===== config.mk =====
export PLATFORM = sky130hd
export DESIGN_NAME = spi_slave_mw
export DESIGN_NICKNAME = d
export VERILOG_FILES = /design/src/rtl/spi_pkg.sv /design/src/rtl/spi_sync.sv /design/src/rtl/spi_slave_mw.sv
export SDC_FILE = /design/constraint.sdc
export NUM_CORES = 1
export LEC_CHECK = 0
export ABC_AREA = 1
export BUFFER_PORTS_ARGS = -buffer_cell sky130_fd_sc_hd__buf_2
export CAP_MARGIN = 15
export CORE_MARGIN = 4
export CORE_UTILIZATION = 50
export DETAILED_ROUTE_END_ITERATION = 8
export GPL_TIMING_DRIVEN = 0
export PLACE_DENSITY_LB_ADDON = 0.2
export SLEW_MARGIN = 20
export SYNTH_ARGS = -nofsm -noshare
export SYNTH_HDL_FRONTEND = slang
export SYNTH_SLANG_ARGS = --single-unit

===== constraint.sdc =====
create_clock -name clk -period 1.42 [get_ports clk]
set_clock_uncertainty 0.1 [all_clocks]
set_input_delay 0.213 -clock clk [delete_from_list [all_inputs] [get_ports clk]]
set_output_delay 0.213 -clock clk [all_outputs]
set_load 0.05 [all_outputs]

===== src/rtl/spi_pkg.sv =====
// Shared definitions for the multi-word SPI slave: mode encodings,
// FSM state type and a constant-width helper.
package spi_pkg;

   // {CPOL, CPHA} for the four standard SPI modes
   localparam logic [1:0] SPI_MODE0 = 2'b00;
   localparam logic [1:0] SPI_MODE1 = 2'b01;
   localparam logic [1:0] SPI_MODE2 = 2'b10;
   localparam logic [1:0] SPI_MODE3 = 2'b11;

   typedef enum logic {
      IDLE   = 1'b0,
      ACTIVE = 1'b1
   } spi_state_e;

   // Ceiling log2, used to size counters from parameters
   function automatic int clog2(input int value);
      int r;
      r = 0;
      while ((1 << r) < value) r++;
      return r;
   endfunction

endpackage


===== src/rtl/spi_sync.sv =====
// Multi-flop synchroniser for one asynchronous SPI pin. The reset value
// matches the idle level of the pin so no false edge appears after reset.
module spi_sync #(
   parameter int   SYNC_STAGES = 2,
   parameter logic RST_VAL     = 1'b0
) (
   input  logic clk_i,
   input  logic rstn_i,
   input  logic d_i,
   output logic q_o
);

   logic [SYNC_STAGES-1:0] sync_q;

   // Shift the pin level through the synchroniser chain
   always_ff @(posedge clk_i or negedge rstn_i) begin
      if (!rstn_i) sync_q <= {SYNC_STAGES{RST_VAL}};
      else         sync_q <= {sync_q[SYNC_STAGES-2:0], d_i};
   end

   assign q_o = sync_q[SYNC_STAGES-1];

endmodule


===== src/rtl/spi_slave_mw.sv =====
// Oversampling SPI slave: any CPOL/CPHA mode, parametrised word width and
// bit order, multi-word bursts under one chip-select assertion.
module spi_slave_mw
   import spi_pkg::*;
#(
   parameter int   WIDTH       = 8,
   parameter logic CPOL        = 1'b0,
   parameter logic CPHA        = 1'b0,
   parameter logic MSB_FIRST   = 1'b1,
   parameter int   SYNC_STAGES = 2
) (
   input  logic             clk,
   input  logic             rstn,
   input  logic             sclk,
   input  logic             mosi,
   input  logic             csn,
   output logic             miso,
   output logic             miso_oe,
   input  logic [WIDTH-1:0] send,
   output logic             send_ack,
   output logic [WIDTH-1:0] recv,
   output logic             output_valid,
   output logic             frame_start,
   output logic             frame_end,
   output logic             frame_err
);

   localparam int                CNT_W     = clog2(WIDTH);
   localparam int                INIT_W    = clog2(SYNC_STAGES + 1);
   localparam logic [CNT_W-1:0]  LAST_BIT  = CNT_W'(WIDTH - 1);
   localparam logic [INIT_W-1:0] INIT_DONE = INIT_W'(SYNC_STAGES);

   logic sclk_s, mosi_s, csn_s;
   logic sclk_prev_q, csn_prev_q;
   logic lead_edge, trail_edge, sample_edge, shift_edge, csn_fall, csn_rise;

   spi_state_e        state_q, state_d;
   logic [CNT_W-1:0]  bit_cnt_q, bit_cnt_d;
   logic [WIDTH-1:0]  rx_q, rx_d, tx_q, tx_d, recv_q, recv_d;
   logic              miso_q, miso_d, first_q, first_d;
   logic              ovalid_q, ovalid_d, ack_q, ack_d;
   logic              fstart_q, fstart_d, fend_q, fend_d, ferr_q, ferr_d;
   logic [INIT_W-1:0] init_cnt_q, init_cnt_d;
   logic              armed_q, armed_d;

   // Bit currently presented on MISO
   function automatic logic head(input logic [WIDTH-1:0] w);
      return MSB_FIRST ? w[WIDTH-1] : w[0];
   endfunction

   // Move the next TX bit into the head position
   function automatic logic [WIDTH-1:0] advance(input logic [WIDTH-1:0] w);
      return MSB_FIRST ? {w[WIDTH-2:0], 1'b0} : {1'b0, w[WIDTH-1:1]};
   endfunction

   // Append a received bit so that the first bit ends up in the right place
   function automatic logic [WIDTH-1:0] shift_in(input logic [WIDTH-1:0] w, input logic b);
      return MSB_FIRST ? {w[WIDTH-2:0], b} : {b, w[WIDTH-1:1]};
   endfunction

   spi_sync #(.SYNC_STAGES(SYNC_STAGES), .RST_VAL(CPOL)) u_sync_sclk (
      .clk_i(clk), .rstn_i(rstn), .d_i(sclk), .q_o(sclk_s));
   spi_sync #(.SYNC_STAGES(SYNC_STAGES), .RST_VAL(1'b0)) u_sync_mosi (
      .clk_i(clk), .rstn_i(rstn), .d_i(mosi), .q_o(mosi_s));
   spi_sync #(.SYNC_STAGES(SYNC_STAGES), .RST_VAL(1'b1)) u_sync_csn (
      .clk_i(clk), .rstn_i(rstn), .d_i(csn), .q_o(csn_s));

   assign lead_edge   = (sclk_s != CPOL) && (sclk_prev_q == CPOL);
   assign trail_edge  = (sclk_s == CPOL) && (sclk_prev_q != CPOL);
   assign sample_edge = CPHA ? trail_edge : lead_edge;
   assign shift_edge  = CPHA ? lead_edge  : trail_edge;
   // A frame may only start once csn has been seen high after reset, so a
   // frame that was already running when reset released is ignored.
   assign csn_fall    = armed_q && csn_prev_q && !csn_s;
   assign csn_rise    = !csn_prev_q && csn_s;

   // Arm after the synchronisers hold real pin values and csn reads high
   always_comb begin
      init_cnt_d = init_cnt_q;
      armed_d    = armed_q;
      if (init_cnt_q != INIT_DONE) init_cnt_d = init_cnt_q + 1'b1;
      else if (csn_s)              armed_d    = 1'b1;
   end

   // Frame FSM, bit counter, shifters and pulse generation
   always_comb begin
      state_d   = state_q;
      bit_cnt_d = bit_cnt_q;
      rx_d      = rx_q;
      tx_d      = tx_q;
      miso_d    = miso_q;
      recv_d    = recv_q;
      first_d   = first_q;
      ovalid_d  = 1'b0;
      ack_d     = 1'b0;
      fstart_d  = 1'b0;
      fend_d    = 1'b0;
      ferr_d    = 1'b0;
      unique case (state_q)
         IDLE: begin
            miso_d = 1'b0;
            if (csn_fall) begin
               state_d   = ACTIVE;
               fstart_d  = 1'b1;
               ack_d     = 1'b1;
               tx_d      = send;
               bit_cnt_d = '0;
               // CPHA=0 must present the first bit before the first edge
               first_d   = CPHA;
               miso_d    = CPHA ? 1'b0 : head(send);
            end
         end
         ACTIVE: begin
            if (csn_rise) begin
               // csn wins over a coincident final sample edge
               state_d   = IDLE;
               fend_d    = 1'b1;
               ferr_d    = (bit_cnt_q != '0);
               bit_cnt_d = '0;
               miso_d    = 1'b0;
            end else if (sample_edge) begin
               rx_d = shift_in(rx_q, mosi_s);
               if (bit_cnt_q == LAST_BIT) begin
                  bit_cnt_d = '0;
                  recv_d    = rx_d;
                  ovalid_d  = 1'b1;
                  // Next word of a burst: its first bit goes out on the next shift edge
                  tx_d      = send;
                  ack_d     = 1'b1;
                  first_d   = 1'b1;
               end else begin
                  bit_cnt_d = bit_cnt_q + 1'b1;
               end
            end else if (shift_edge) begin
               if (first_q) begin
                  miso_d  = head(tx_q);
                  first_d = 1'b0;
               end else begin
                  tx_d   = advance(tx_q);
                  miso_d = head(tx_d);
               end
            end
         end
         default: state_d = IDLE;
      endcase
   end

   // State and datapath registers
   always_ff @(posedge clk or negedge rstn) begin
      if (!rstn) begin
         state_q     <= IDLE;
         bit_cnt_q   <= '0;
         rx_q        <= '0;
         tx_q        <= '0;
         miso_q      <= 1'b0;
         recv_q      <= '0;
         first_q     <= 1'b0;
         ovalid_q    <= 1'b0;
         ack_q       <= 1'b0;
         fstart_q    <= 1'b0;
         fend_q      <= 1'b0;
         ferr_q      <= 1'b0;
         sclk_prev_q <= CPOL;
         csn_prev_q  <= 1'b1;
         init_cnt_q  <= '0;
         armed_q     <= 1'b0;
      end else begin
         state_q     <= state_d;
         bit_cnt_q   <= bit_cnt_d;
         rx_q        <= rx_d;
         tx_q        <= tx_d;
         miso_q      <= miso_d;
         recv_q      <= recv_d;
         first_q     <= first_d;
         ovalid_q    <= ovalid_d;
         ack_q       <= ack_d;
         fstart_q    <= fstart_d;
         fend_q      <= fend_d;
         ferr_q      <= ferr_d;
         sclk_prev_q <= sclk_s;
         csn_prev_q  <= csn_s;
         init_cnt_q  <= init_cnt_d;
         armed_q     <= armed_d;
      end
   end

   assign miso_oe      = !csn_s;
   assign miso         = miso_oe & miso_q;
   assign send_ack     = ack_q;
   assign recv         = recv_q;
   assign output_valid = ovalid_q;
   assign frame_start  = fstart_q;
   assign frame_end    = fend_q;
   assign frame_err    = ferr_q;

endmodule

Word level (Yosys, flattened, before mapping). Index checks and enable logic that the tools add are counted.

Register bits after elaboration: 45. Bits of input ports: 13. Output and inout bits: 15.

Add/sub/neg operators: 2. Equality and inequality tests: 10. Muxes and demuxes: 37. Bitwise logic cells: 6. Reductions and logical operators: 15.

Operators with widths (count): 2-to-1 mux 8 bit (6); 2-to-1 mux 1 bit (21); one-hot mux 8 bit (2 select lines) (1); inequality test 3 bit, second input constant (5); 2-to-1 mux 3 bit (4); one-hot mux 1 bit (2 select lines) (4); AND reduction 4 bit (2); inequality test 2 bit, second input constant (3); one-hot mux 3 bit (2 select lines) (1); AND reduction 2 bit (3); logical AND 1 bit (5); NOT 1 bit (5); AND reduction 5 bit (1); adder 3 x 1 -> 3 bit, second input constant (1); == test 3 bit, second input constant (1); inequality test 3 x 2 -> 1 bit, second input constant (1); AND reduction 3 bit (1); nonzero test 3 bit (1); adder 2 x 1 -> 2 bit, second input constant (1); logical NOT 1 bit (2); AND 1 bit (1).

Longest topological paths before layout.
Depth in word-level cells: 6. Depth in mapped cells: 9. Depth with buffers taken out: 9.

Modules after synthesis. A second synthesis with hierarchy kept.

Cell total of the unflattened synthesis: 214. Area, all modules: 2009.4 µm².

By module, submodules not included: spi_slave_mw (instances 1, cells an instance 208, area each 1856.8 µm², seq. area each 977.2 µm²); spi_sync (u_sync_mosi ...) (instances 2, cells an instance 2, area each 50.0 µm², seq. area each 50.0 µm²); spi_sync (u_sync_csn) (instances 1, cells an instance 2, area each 52.6 µm², seq. area each 52.6 µm²).

Least setup slack after synthesis. No wires, ideal clock.

Path kind: reg2reg. From: register bit_cnt_q[0]. To: register first_q. Setup time: 0.076 ns. Data arrival time: 1.290 ns. Path slack: -0.046 ns. Stages on the path, launching flop included: 10. Path buffers: 0. Clock period less this slack: 1.466 ns. Path through: dfrtp_1 -> ha_1 -> ha_1 -> inv_2 -> nand3_2 -> nand2_2 -> inv_2 -> nand2_1 -> nand2_1 -> o21ai_1.

Cells in the longest elaborated chain, start to end: 3.

Ends and longest elaborated chain: from (decl) (line spi_slave_mw.sv:38) `logic [CNT_W-1:0] bit_cnt_q, bit_cnt_d;`; from (signal assigned) (line spi_slave_mw.sv:169) `bit_cnt_q <= bit_cnt_d;`; == test 3 bit (line spi_slave_mw.sv:123) `if (bit_cnt_q == LAST_BIT) begin`; inequality test 3 x 2 -> 1 bit (no source line); AND reduction 4 bit (no source line); to (signal assigned) (line spi_slave_mw.sv:174) `first_q <= first_d;`; to (decl) (line spi_slave_mw.sv:40) `logic miso_q, miso_d, first_q, first_d;`.

Every way passes these cells. A chain may end at the register's enable or synchronous reset.

Worst setup path in the final report.
From: register bit_cnt_q[1]. To: register tx_q[2].

Cells in the longest elaborated chain, start to end: 3.

Ends and longest elaborated chain: == test 3 bit (line spi_slave_mw.sv:123); inequality test 3 x 2 -> 1 bit (no source line); AND reduction 5 bit (no source line); to (signal assigned) (line spi_slave_mw.sv:171) `tx_q <= tx_d;`; to (decl) (line spi_slave_mw.sv:39) `logic [WIDTH-1:0] rx_q, rx_d, tx_q, tx_d, recv_q, recv_d;`.

Every way passes these cells.

==> results by group <==
Worst setup path
  – Critical Path Start Type: flop
  – CP Cell Sequence: ha_2 > ha_4 > inv_2 > nand3_2 > nand2_4 > nor2_4 > nand3_2 > nand2_1
  – Worst R2R Setup Slack: -0.12 ns
  – Worst Setup Path Type: flop to flop
  – Critical path's largest stage delay: 0.38 ns
  – CP arrival: 1.69 ns
  – Slowest CP cell: dfrtp_1
  – Critical path capture point type: flop
  – Critical Path Fanout Max: 8
  – Most frequent cell on the critical path: nand3_2
  – WP data required: 1.57 ns

Place
  – Post-detailed-placement half-perimeter wirelength: 2540 um
  – DP Area: 2230 um^2
  – Buffers on Ports: 27
  – Placer Congestion: 0.775

Route
  – Via Count: 1596
  – DRC viols: 0
  – Drt first-iter violations: 160
  – Routed WL: 4410 um
  – Top Layer Used: met4
  – Drt via density: 5.07
  – First drt pass iteration count: 4
  – Wirelength per Cell: 14.0 um
  – M1 wire length: 1890 um
  – Final ANT Viol Nets: 0
  – Met2 Wirelength: 2240 um
  – Met3 routed WL: 186 um

Global route
  – Pin count of the biggest net entering global routing: 46
  – Initial antenna violation count: 0
  – Total GRT Usage: 16.9%
  – Global-route wire length before repair: 6710 um
  – Vias in the first global route: 1466
  – Gr ovfl total: 0

Timing
  – Crit path time final: 1.54 ns
  – Slew Limit Fails: 0
  – Final Setup Violations: 23
  – Final period util: 109%
  – Slew HR: 60.9%
  – Final Hold Fails: 0
  – Unrepaired setup endpoints after global routing: yes
  – Final worst slack: -0.124 ns
  – Fmax: 0.648 GHz
  – Measured slew at the worst slew-check pin: 0.586 ns

Cells and area
  – Synthesis-to-finish area growth: 37.9%
  – Share of layout cells above drive strength 1: 45.7%
  – ANT cells: 0
  – Post-layout instance area: 2810 um^2
  – Util after Layout: 73.8%
  – Nets: 286
  – Most common cell after layout, fill and taps aside: nand2_1
  – Most frequent cells in the layout: 52 x nand2_1, 42 x dfrtp_1, 24 x buf_2, 18 x inv_1, 16 x nand2_2

Logic synthesis
  – Sequential-to-total area share from yosys stat: 55.5%
  – YS warnings: 0
  – Synth Instances: 214
  – Synthesized area per cell: 9.51 um^2
  – Synthesized area: 2030 um^2
  – Yosys cell types: 25
  – Seq cells post-synth: 45
  – Syn Nets: 234

Clock tree
  – Clock tree root driver cell: clkbuf_8
  – # H-tree levels: 2
  – Worst skew pair latency: 0.31 ns
  – Sink Count: 45
  – Worst-path clk slew: 0.09 ns
  – CTS tree: done
  – TritonCTS buffer count: 5
  – Clock Path Buffers: 2

Floorplan
  – Die width: 71.8 um
  – Boundary Pins: 28
  – Initial core utilization: 53.6%
  – Core area: 3800 um^2
  – Full die area: 5150 um^2
  – Row cnt: 22
  – Die H: 71.8 um

Run status
  – Failing checks: setup timing
  – Status: complete, but fails checks

Power and ir drop
  – P per Cell Area: 1360 nW/um^2
  – P_leak: 1.41 nW
  – IR drop worst, VDD: 1170 uV

Hold path
  – Min-Delay Path Class: input pin to flop

Job
  – Max-cap violations: 0
## report_power, final
group / switching (mW) / internal [mW] / total, mW
Clock: 0.448 / 0.699 / 1.15
Sequential: 0.155 / 1.52 / 1.67
Combinational: 0.605 / 0.396 / 1.00
## critical path: cells and delay by family, from the launching register on
| kind | cells | cell delay, ns |
|---|---|---|
| DFF | 1 | 0.38 |
| and+or+nand+nor | 5 | 0.58 |
| adders and majority gates | 2 | 0.37 |
| buffers and inverters | 1 | 0.05 |
## metrics by stage
stage / hold WS [ns] / power, mW / setup TNS [ns] / std cells / worst slack (ns)
global placement: 0.219 / 2.37 / -1.12 / 289 / -0.128
detailed placement: 0.222 / 2.40 / -1.41 / 289 / -0.156
global route: 0.136 / 4.03 / -3.02 / 315 / -0.198
finish: 0.0988 / 3.82 / -1.30 / 315 / -0.124
CTS: 0.114 / 3.61 / -0.655 / 307 / -0.0761
floorplan: -0.183 / 2.20 / 0 / 214 / 0.0204
## cell type report
type,instances,area (um^2)
flip-flops and latches,45,1130
multi-input cells,138,1000
fillers,259,993
repair buffers,45,314
inverters,27,114
clock buffers,5,68.8
clock inverters,3,65.1
well taps,48,60.1
plain buffers,4,53.8
## final timing paths
path / startpoint / end / cells after the start
setup / recovery: bit_cnt_q[1] / tx_q[2] / 8
hold / removal: send[0] / tx_q[0] / 5
setup reg to reg: bit_cnt_q[1] / tx_q[2] / 8
hold reg to reg: u_sync_mosi.sync_q[0] / u_sync_mosi.sync_q[1] / 0
max in group asynchronous: rstn / tx_q[5] / 2
min in group asynchronous: rstn / rx_q[5] / 2
## flip-flops by register name, summed over array words and instances (netlist names), 2 cells and up
register,count
bit_cnt_q,3
u_sync_sclk.sync_q,2
rx_q,7
u_sync_csn.sync_q,2
recv,8
init_cnt_q,2
tx_q,8
u_sync_mosi.sync_q,2
## repair_timing
action                                  CTS  global route
gates resized for setup                  18            63
pin swaps                                 6            22
hold buffers                              4             0
setup buffers                             7             7
gates cloned                              0             2
endpoints found under the hold margin    45             0
endpoints found under the setup margin   25            73
## synthesized netlist by cell type (all sizes together)
cell | instances | share of area, %
dfstp | 3 | 3.9
xnor2 | 1 | 0.43
a21oi | 1 | 0.25
dfrtp | 42 | 52
o21ai | 20 | 6.0
nor3 | 2 | 0.74
buf | 5 | 2.6
nand2 | 73 | 15
ha | 7 | 4.3
nand3 | 25 | 7.3
or2 | 1 | 0.31
a21o | 1 | 0.37
nor2 | 6 | 2.3
inv | 27 | 5.0
## metal layers
layer | track usage, % | up-vias
li1 | - | 778
met1 | 21.5 | 767
met2 | 27.2 | 39
met3 | 3.93 | 12
met4 | 7.93 | 0
met5 | 0 | -
## cell families (layout without fill, tap and decap cells)
group,Yosys count,after routing,synth area share [%]
AND/OR/NAND/NOR,107,108,25.5
flip-flops,45,45,55.5
buffers and inverters,32,84,7.56
AO/OA/AOI/OAI,22,22,6.64
adder cells (fa/ha/maj),7,7,4.30
XOR/XNOR,1,1,0.431
Power figures use the tool's default switching activity.
